$ cat src/rtl/bnn_maxpool.sv
// 2x2/stride-2 binary max-pool: ORs row pairs from the conv output BRAM and writes pooled words.
// Optional BNN_MAXPOOL_ONES_CNT_EN adds o_ones_cnt, a running popcount of the words written in a run.
module bnn_maxpool #(
    parameter int IN_MEM_DWIDTH  = 26,
    parameter int IN_MEM_AWIDTH  = 7,
    parameter int ROWS           = 26,
    parameter int CHANNEL        = 3,
    parameter int IN_MEM_DEPTH   = ROWS * CHANNEL,
    parameter int OUT_MEM_DWIDTH = IN_MEM_DWIDTH / 2,
    parameter int OUT_MEM_AWIDTH = 6,
    parameter int OUT_MEM_DEPTH  = IN_MEM_DEPTH / 2
) (
    input  logic                      clk,
    input  logic                      reset,
    input  logic                      i_run,
    output logic                      o_idle,
    output logic                      o_read,
    output logic                      o_write,
    output logic                      o_done,
    output logic [IN_MEM_AWIDTH-1:0]  addr_input,
    output logic                      ce_input,
    output logic                      we_input,
    input  logic [IN_MEM_DWIDTH-1:0]  q_input,
    output logic [OUT_MEM_AWIDTH-1:0] addr_output,
    output logic                      ce_output,
    output logic                      we_output,
    output logic [OUT_MEM_DWIDTH-1:0] d_output
`ifdef BNN_MAXPOOL_ONES_CNT_EN
    ,
    output logic [8:0]                o_ones_cnt
`endif
);

    localparam logic [IN_MEM_AWIDTH-1:0]  LAST_IN_ADDR  = IN_MEM_AWIDTH'(IN_MEM_DEPTH - 1);
    localparam logic [OUT_MEM_AWIDTH-1:0] LAST_OUT_ADDR = OUT_MEM_AWIDTH'(OUT_MEM_DEPTH - 1);

    typedef enum logic [1:0] {
        S_IDLE,
        S_RUN,
        S_DRAIN,
        S_DONE
    } state_t;

    state_t state;
    state_t state_next;

    logic                      drain_cnt;
    logic                      run_accept;
    logic                      rd_valid;
    logic                      rd_odd;
    logic [IN_MEM_DWIDTH-1:0]  even_row;
    logic [IN_MEM_DWIDTH-1:0]  pair_or;
    logic [OUT_MEM_DWIDTH-1:0] pooled;

    always_ff @(posedge clk) begin
        if (reset) begin
            state <= S_IDLE;
        end else begin
            state <= state_next;
        end
    end

    always_comb begin
        state_next = state;
        o_idle     = 1'b0;
        o_read     = 1'b0;
        o_done     = 1'b0;
        case (state)
            S_IDLE: begin
                o_idle = 1'b1;
                if (i_run) begin
                    state_next = S_RUN;
                end
            end
            S_RUN: begin
                o_read = 1'b1;
                if (addr_input == LAST_IN_ADDR) begin
                    state_next = S_DRAIN;
                end
            end
            S_DRAIN: begin
                if (drain_cnt) begin
                    state_next = S_DONE;
                end
            end
            S_DONE: begin
                o_done     = 1'b1;
                state_next = S_IDLE;
            end
            default: state_next = S_IDLE;
        endcase
    end

    assign run_accept = (state == S_IDLE) && i_run;
    assign ce_input   = o_read;
    assign we_input   = 1'b0;
    assign we_output  = ce_output;
    assign o_write    = ce_output;

    // Two drain cycles let the last read word pass through the read and pool stages.
    always_ff @(posedge clk) begin
        if (reset) begin
            drain_cnt <= 1'b0;
        end else begin
            drain_cnt <= (state == S_DRAIN);
        end
    end

    always_comb begin
        pair_or = even_row | q_input;
        pooled  = '0;
        for (int k = 0; k < OUT_MEM_DWIDTH; k++) begin
            pooled[k] = pair_or[2*k] | pair_or[2*k+1];
        end
    end

    // rd_valid/rd_odd track the address issued last cycle, whose data is on q_input now.
    always_ff @(posedge clk) begin
        if (reset) begin
            addr_input  <= '0;
            rd_valid    <= 1'b0;
            rd_odd      <= 1'b0;
            even_row    <= '0;
            ce_output   <= 1'b0;
            d_output    <= '0;
            addr_output <= '0;
        end else begin
            rd_valid <= (state == S_RUN);
            rd_odd   <= addr_input[0];

            if ((state == S_RUN) && (addr_input != LAST_IN_ADDR)) begin
                addr_input <= addr_input + 1'b1;
            end else begin
                addr_input <= '0;
            end

            if (rd_valid && !rd_odd) begin
                even_row <= q_input;
            end

            ce_output <= rd_valid && rd_odd;
            if (rd_valid && rd_odd) begin
                d_output <= pooled;
            end

            if ((state == S_DONE) || run_accept) begin
                addr_output <= '0;
            end else if (ce_output && (addr_output != LAST_OUT_ADDR)) begin
                addr_output <= addr_output + 1'b1;
            end
        end
    end

`ifdef BNN_MAXPOOL_ONES_CNT_EN
    logic [8:0] word_ones;

    always_comb begin
        word_ones = '0;
        for (int i = 0; i < OUT_MEM_DWIDTH; i++) begin
            word_ones = word_ones + 9'(d_output[i]);
        end
    end

    // Counts each word while it is being written; holds after the run until the next start.
    always_ff @(posedge clk) begin
        if (reset) begin
            o_ones_cnt <= '0;
        end else if (run_accept) begin
            o_ones_cnt <= '0;
        end else if (ce_output) begin
            o_ones_cnt <= o_ones_cnt + word_ones;
        end
    end
`endif

endmodule
$ cat config.mk
export PLATFORM = sky130hd
export DESIGN_NAME = bnn_maxpool
export DESIGN_NICKNAME = d
export VERILOG_FILES = /design/src/rtl/bnn_maxpool.sv
export SDC_FILE = /design/constraint.sdc
export NUM_CORES = 1
export LEC_CHECK = 0
export CORE_UTILIZATION = 51
export DETAILED_ROUTE_END_ITERATION = 16
export HOLD_SLACK_MARGIN = 0.05
export PLACE_DENSITY = 0.86
export RECOVER_POWER = 25
export SETUP_SLACK_MARGIN = 0.1
export SLEW_MARGIN = 30
export SYNTH_ARGS = -nofsm -noshare
export SYNTH_HDL_FRONTEND = slang
export SYNTH_SLANG_ARGS = --single-unit
$ cat constraint.sdc
create_clock -name clk -period 2.3 [get_ports clk]
set_clock_uncertainty 0.1 [all_clocks]
set_input_delay 0.46 -clock clk [delete_from_list [all_inputs] [get_ports clk]]
set_output_delay 0.46 -clock clk [all_outputs]
set_load 0.02 [all_outputs]
Yosys cells after proc, flatten, opt, wreduce, memory -nomap -nowiden
Cells that the tools add are included.
{"block": "word_totals", "inputBits": 29, "out_inout_bits": 34, "ff_bits": 58, "wordCells": 53}
{"block": "op_classes", "n_bitwise": 15, "mux": 7, "n_addsub": 2, "reduce_logical": 11, "eq_ne": 9}
{"cell": "OR 26 bit", "count": 1}
{"cell": "OR 1 bit", "count": 13}
{"cell": "case mux 2 bit (4 select lines)", "count": 1}
{"cell": "adder 7 x 1 -> 7 bit (second input constant)", "count": 1}
{"cell": "== test 7 bit (second input constant)", "count": 1}
{"cell": "!= test 7 bit (second input constant)", "count": 1}
{"cell": "adder 6 x 1 -> 6 bit (second input constant)", "count": 1}
{"cell": "two-way mux 2 bit", "count": 3}
{"cell": "!= test 2 bit (second input constant)", "count": 3}
{"cell": "!= test 6 bit (second input constant)", "count": 1}
{"cell": "logical AND 1 bit", "count": 5}
{"cell": "== test 2 bit (second input constant)", "count": 2}
{"cell": "OR reduction 2 bit", "count": 2}
{"cell": "two-way mux 1 bit", "count": 3}
{"cell": "AND reduction 3 bit", "count": 1}
{"cell": "== test 2 x 1 -> 1 bit (second input constant)", "count": 1}
{"cell": "logical NOT 2 bit", "count": 1}
{"cell": "logical NOT 1 bit", "count": 1}
{"cell": "logical OR 1 bit", "count": 1}
{"cell": "NOT 1 bit", "count": 1}

Depth between registers and ports, before layout
Gate-level depths: netlist of the first run.
{"block": "logic_depth", "word_depth": 4, "depth_mapped": 5, "ltp_nobuf": 5}

Least setup slack after synthesis of the first run
OpenSTA, ideal clock, no wires.
{"block": "synth_path", "path_type": "register to register", "startpoint": "register state[1]", "endpoint": "register state[0]", "required_time_ns": 2.128, "slack_ns": 0.623, "arrival_ns": 1.505, "n_path_buf": 0, "setup_ns": 0.072, "period_less_slack_ns": 1.677, "path_stages_with_launch": 6, "path_cell_list": "dfxtp_1 -> inv_1 -> ha_1 -> a21boi_1 -> a2111oi_4 -> mux2i_1"}
{"block": "synth_via", "elab_chain_cells": 3, "elab_cells_between_ends": 9, "classes_between": "6 x eq/ne; 1 x mux; 2 x reduce/logical"}
{"element": "start: declaration", "line": "44", "rtl": "state_t state;"}
{"element": "start signal: assignment", "line": "59", "rtl": "state <= state_next;"}
{"element": "== test 2 x 1 -> 1 bit (tied with other cells)", "line": "68", "rtl": "case (state)"}
{"element": "!= test 2 bit (no source line)"}
{"element": "AND reduction 3 bit (no source line)"}
Parallel ways exist; a longest one is shown, timed or not.
A chain may end at the register's enable or synchronous reset.

Worst setup path in the final report of the first run
{"block": "layout_path", "startpoint": "register state[0]", "endpoint": "output port o_done"}
{"block": "layout_via", "elab_chain_cells": 2}
{"element": "== test 2 bit", "line": "68"}
{"element": "two-way mux 1 bit", "line": "68"}
{"element": "end: declaration", "line": "19", "rtl": "output logic o_done,"}
No other way between the ends.

==> results.json, run 1 <==
{
  "status": "finished clean",
  "setup_tns_ns": 0,
  "ys_ff_latch": 58,
  "synth_top_area_cell": "dfxtp_1",
  "fin_cells": 383,
  "place.gp.congestion": 0.7321,
  "design_area_sq_um": 3144,
  "synthCells": 271,
  "first_pass_iters": 5,
  "core_sq_um": 4414,
  "htree_levels": 3,
  "critical_path.cell_chain": "ha_1, clkdlybuf4s50_1",
  "crit_buf_inv": 1,
  "antenna_found_initial": 0,
  "die_x_um": 70.11,
  "cts_tree": "done",
  "arrival_ns": 1.51,
  "cp-end-kind": "output pin",
  "drt_iter0_markers": 82,
  "grt_pass1_wl_um": 8245,
  "synth_flop_cell": "dfxtp_1",
  "r2r_start": "state[1]$_SDFFE_PP0P_",
  "globalRouteTotalUtil_pct": 21.57,
  "maxCapViolCount": 0,
  "yosysWarnings": 0,
  "clk_path_buf_depth": 2,
  "synth_fa_ha_area_share_pct": 4.759,
  "ir_worst_vdd_uv": 525.7,
  "synth_compound_area_share_pct": 15.07,
  "cp_top_family": "buffers and inverters",
  "synth_mux_area_share_pct": 1.322,
  "n_antenna_cell": 0,
  "synth_xor_area_share_pct": 1.481,
  "vias_per_cell": 5.355,
  "min_period_ns": 2.070,
  "mostFrequentLayoutCells": "dfxtp_1 (58), clkdlybuf4s50_1 (57), nand2_1 (56)",
  "crit_slowest_cell": "clkdlybuf4s50_1",
  "drv_slew": 0,
  "reg2reg_to": "state[0]$_SDFFE_PP0P_",
  "remaining_drc_errors": 0,
  "fillCellCount": 337,
  "max_stage_delay_ns": 0.61,
  "cts_sinks": 58,
  "hold_buffers": 0,
  "hold_start": "even_row[7]$_SDFFE_PP0P_",
  "clk_pin_slew_ns": 0.06,
  "worstSkewPairLatency_ns": 0.33,
  "die-area_sq_um": 4915,
  "place_inst": 370,
  "fin_nets": 367,
  "path_depth": 2,
  "drt_wl_total_um": 4935,
  "power.total_mw": 2.450,
  "syn_area_sq_um": 2366,
  "fmax_mhz": 483.1,
  "cellLeakagePower_nw": 1.088,
  "holdPathStages": 2,
  "critical_path_class": "flop to output pin",
  "antenna_left": 0,
  "start_util_pct": 53.60,
  "synth_area_leaders": "dfxtp_1 (49%), nand2_1 (8.9%), a21oi_1 (6.8%)",
  "required_ns": 1.74,
  "io_pins": 63,
  "ctsRootBufferMaster": "clkbuf_8",
  "netSwitchingFraction_pct": 27.87,
  "power.switching_uw": 682.8,
  "maxSlewHeadroom_pct": 17.89,
  "yosysTopAreaCellShare_pct": 49.07,
  "vias": 2051,
  "seqPwrFrac_pct": 46.7,
  "hold_viol_final": 0,
  "wl_per_cell_um": 12.89,
  "yosys.cell_types.count": 34,
  "io_buffers": 61,
  "area_growth_pct": 32.89,
  "syn_nets": 309,
  "power_density_nw_per_um2": 779.1,
  "grt_overflow": 0,
  "finalSetupViolCount": 0,
  "die_h_um": 70.11,
  "synthSimpleGateAreaFrac_pct": 23.27,
  "period_share_pct": 90.00,
  "grt_setup_unrepaired": "no",
  "hpwl_um": 3428,
  "synth_edf_count": 0,
  "grt_max_degree": 32,
  "critPathMaxFanout": 4,
  "clkPwrFrac_pct": 31.5,
  "reg2regPathDepth": 5,
  "worst_hold_slack_ns": 0.3515,
  "layout_commonest_cell": "dfxtp_1",
  "cts_made_buffers": 9,
  "avgSynthCellArea_sq_um": 8.731,
  "ys_async_sr_fraction_pct": 0,
  "synth_seq_area_share_pct": 49.07,
  "cp-start-kind": "flop",
  "grt_pass1_vias": 1843,
  "dpl-instance-area_sq_um": 2989,
  "tightest_slew_ns": 1.232,
  "drive_gt1_share_pct": 6.042,
  "p_int_mw": 1.767,
  "worst_hold_path.endpoint": "even_row[7]$_SDFFE_PP0P_",
  "power_frac_comb_pct": 21.8,
  "rows": 24,
  "r2r_slack_ns": 0.61,
  "min_path_type": "flop to flop",
  "synth_top_family_by_area": "simple AND/OR/NAND/NOR gates"
}
## tightest hold or removal path, cell delays in order (launching register included)
cell and delay [ns]:
dfxtp_1 0.30, nand2_1 0.05, a21oi_1 0.05
## worst max-delay path by stage
stage                          startpoint               endpoint
floorplan           state[1]$_SDFFE_PP0P_  state[0]$_SDFFE_PP0P_
global placement    state[1]$_SDFFE_PP0P_                 o_read
detailed placement  state[1]$_SDFFE_PP0P_               ce_input
CTS                 state[0]$_SDFFE_PP0P_                 o_idle
global route        state[0]$_SDFFE_PP0P_                 o_done
finish              state[0]$_SDFFE_PP0P_                 o_done
## Yosys cell counts, types with 4 or more instances
| cell | n |
|---|---|
| a211oi_1 | 14 |
| a21oi_1 | 32 |
| buf_2 | 8 |
| buf_4 | 4 |
| clkbuf_1 | 5 |
| dfxtp_1 | 58 |
| ha_1 | 9 |
| inv_1 | 6 |
| nand2_1 | 56 |
| nand2b_1 | 4 |
| nand3_1 | 5 |
| nor2_1 | 22 |
| nor2b_1 | 7 |
| nor4_1 | 13 |
## timing repair
action,CTS,global route
gates resized for setup,2,1
setup endpoints to repair,2,1
hold endpoints to repair,0,0
buffers inserted,0,0
## power by group through the flow
| stage | clock [mW] | combinational [mW] | sequential (mW) |
|---|---|---|---|
| after CTS | 0.796 | 0.542 | 1.14 |
| after global placement | 0 | 0.536 | 1.16 |
| final | 0.773 | 0.533 | 1.14 |
| after global routing | 0.838 | 0.593 | 1.16 |
| after detailed placement | 0 | 0.550 | 1.16 |
| after floorplan | 0 | 0.361 | 1.16 |
## area by class of cell
| cell class | count | area, sq um | area share [%] |
|---|---|---|---|
| Multi-Input combinational cell | 189 | 1092 | 34.74 |
| Clock buffer | 13 | 158.9 | 5.054 |
| Timing Repair Buffer | 65 | 644.4 | 20.49 |
| Sequential cell | 58 | 1161 | 36.93 |
| Inverter | 6 | 22.52 | 0.7163 |
| Tap cell | 52 | 65.06 | 2.069 |
## cell families after synthesis
logic type,count (synthesis)
buffers and inverters,24
adder cells (fa/ha/maj),9
AND/OR/NAND/NOR,116
XOR/XNOR,4
AO/OA/AOI/OAI,56
other,1
flip-flops,58
multiplexers,3
## state kept, by name (all words and copies together) (netlist names)
| signal | cells |
|---|---|
| drain_cnt | 1 |
| addr_output | 6 |
| d_output | 13 |
| ce_output | 1 |
| even_row | 26 |
| rd_odd | 1 |
| state | 2 |
| addr_input | 7 |
| rd_valid | 1 |
## through the flow
stage | util [%] | setup WS, ns
after floorplan | - | 0.6231
after global placement | 67.72 | 0.4397
after detailed placement | 67.72 | 0.3832
after CTS | 71.26 | 0.1298
after global routing | 71.23 | 0.1534
final | 71.23 | 0.2300
## per-layer routing
metal | vias up | routed length (um) | GRT usage [%]
met4 | 0 | 49 | 10.67
met3 | 6 | 260 | 7.215
met2 | 61 | 2475 | 35.79
met1 | 943 | 2149 | 24.75
met5 | - | 0 | 0
li1 | 1041 | - | -
No activity file was read; power rests on OpenSTA's default activity.
==> run 2: changes to the inputs <==
--- a/config.mk
+++ b/config.mk
@@ -5,10 +5,12 @@
 export SDC_FILE = /design/constraint.sdc
 export NUM_CORES = 1
 export LEC_CHECK = 0
-export CORE_UTILIZATION = 51
+export ABC_CLOCK_PERIOD_IN_PS = 2300
+export CORE_MARGIN = 1
+export CORE_UTILIZATION = 36
 export DETAILED_ROUTE_END_ITERATION = 16
 export HOLD_SLACK_MARGIN = 0.05
-export PLACE_DENSITY = 0.86
+export PLACE_DENSITY = 0.64
 export RECOVER_POWER = 25
 export SETUP_SLACK_MARGIN = 0.1
 export SLEW_MARGIN = 30
==> results.json, run 2 (same netlist as run 1, synthesis figures left out) <==
{
  "cts_tree": "done",
  "arrival_ns": 1.50,
  "dp_slack_ns": 0.4118,
  "hold_viol_final": 0,
  "grt_setup_unrepaired": "no",
  "reg2regPathDepth": 5,
  "start_util_pct": 37.26,
  "die-area_sq_um": 6901,
  "critical_path_class": "flop to output pin",
  "drt_wl_total_um": 4802,
  "finalSetupViolCount": 0,
  "maxSlewHeadroom_pct": 38.04,
  "clk_path_buf_depth": 2,
  "remaining_drc_errors": 0,
  "place.gp.congestion": 0.7751,
  "die_h_um": 83.07,
  "cellLeakagePower_nw": 1.114,
  "min_path_type": "input port to flop",
  "hold_start": "reset",
  "worstSkewPairLatency_ns": 0.33,
  "status": "finished clean",
  "cp-end-kind": "output pin",
  "power_density_nw_per_um2": 835.1,
  "required_ns": 1.74,
  "cp-start-kind": "flop",
  "ir_worst_vdd_uv": 577.6,
  "fmax_mhz": 485.1,
  "period_share_pct": 89.63,
  "ctsRootBufferMaster": "clkbuf_8",
  "fin_nets": 367,
  "power.total_mw": 2.691,
  "cts_sinks": 58,
  "clk_pin_slew_ns": 0.07,
  "reg2reg_to": "state[0]$_SDFFE_PP0P_",
  "r2r_start": "state[1]$_SDFFE_PP0P_",
  "setup_ws_ns": 0.2385,
  "critPathMaxFanout": 4,
  "antenna_found_initial": 0,
  "vias_per_cell": 4.849,
  "post_cts_buffers": 0,
  "antenna_left": 0,
  "grt_pass1_vias": 1795,
  "io_pins": 63,
  "regMostFlops": "even_row",
  "cts_made_buffers": 9,
  "drt_iter0_markers": 96,
  "hpwl_um": 3149,
  "htree_levels": 3,
  "tightest_slew_ns": 0.9295,
  "holdPathStages": 2,
  "r2r_slack_ns": 0.61,
  "core_sq_um": 6350,
  "die_x_um": 83.07,
  "wl_per_cell_um": 11.68,
  "min_period_ns": 2.061,
  "rows": 29,
  "io_buffers": 61,
  "first_pass_iters": 6,
  "globalRouteTotalUtil_pct": 14.71,
  "setup_tns_ns": 0,
  "fillCellCount": 609,
  "vias": 1993,
  "largest_reg_flops": 26,
  "grt_max_degree": 47,
  "layout_commonest_cell": "dfxtp_1",
  "area_growth_pct": 36.22,
  "mostFrequentLayoutCells": "dfxtp_1 (58), clkdlybuf4s50_1 (57), nand2_1 (56)",
  "grt_overflow": 0,
  "maxCapViolCount": 0,
  "drv_slew": 0,
  "n_antenna_cell": 0,
  "drive_gt1_share_pct": 7.186,
  "reg.largest.list": "even_row x26, d_output x13, addr_input x7",
  "grt_pass1_wl_um": 8066,
  "worst_hold_path.endpoint": "rd_valid$_SDFF_PP0_"
}
[run 2: timing repair]
action                                  in CTS  in global routing
endpoints found under the setup margin       2                  1
gates resized for setup                      2                  1
hold buffers                                 0                  0
cloned                                       0                  0
[run 2: report_power, final]
group	total [mW]	switching (mW)	internal (mW)	leakage [nW]
clock network	1.04	0.399	0.636	0.109
logic	0.516	0.280	0.236	0.535
registers	1.14	0.0532	1.09	0.469
total	2.69	0.733	1.96	1.11
[run 2: critical path, cell delays in order, from the launching register on]
cell and delay, ns:
dfxtp_1 0.38, ha_1 0.19, clkdlybuf4s50_1 0.60
[run 2: routing by layer]
layer | up-vias | share of wire [%] | track usage [%]
met2 | 50 | 44 | 22.28
met5 | - | 0 | 0
met4 | 0 | 0.71 | 5.172
met3 | 5 | 6.8 | 6.759
met1 | 900 | 48 | 18.39
li1 | 1038 | - | -
[run 2: per-stage QoR]
step	area, sq um	hold slack, ns	utilization, %	cells
2_1_floorplan	2366	0.3365	-	271
3_3_place_gp	3008	0.3414	47.37	395
3_5_place_dp	3008	0.3475	47.37	395
4_1_cts	3224	0.2518	50.78	411
5_1_grt	3223	0.3155	50.76	411
6_report	3223	0.3221	50.76	411
[run 2: final cells by class]
cell class              instances  area, sq um  area share, %
clock buffers                  11        141.4          4.387
flip-flops and latches         58         1161          36.02
well taps                      77        96.34          2.989
repair buffers                 65        631.9          19.60
inverters                       6        22.52         0.6988
clock inverters                 5        77.57          2.407
multi-input cells             189         1092          33.89
[run 2: worst max path at each step]
stage	from	end	slack [ns]
after floorplan	state[1]$_SDFFE_PP0P_	state[0]$_SDFFE_PP0P_	0.62
after global placement	state[1]$_SDFFE_PP0P_	o_read	0.44
after detailed placement	state[1]$_SDFFE_PP0P_	o_read	0.41
after CTS	state[0]$_SDFFE_PP0P_	o_idle	0.13
after global routing	state[1]$_SDFFE_PP0P_	o_done	0.17
final	state[1]$_SDFFE_PP0P_	o_done	0.24
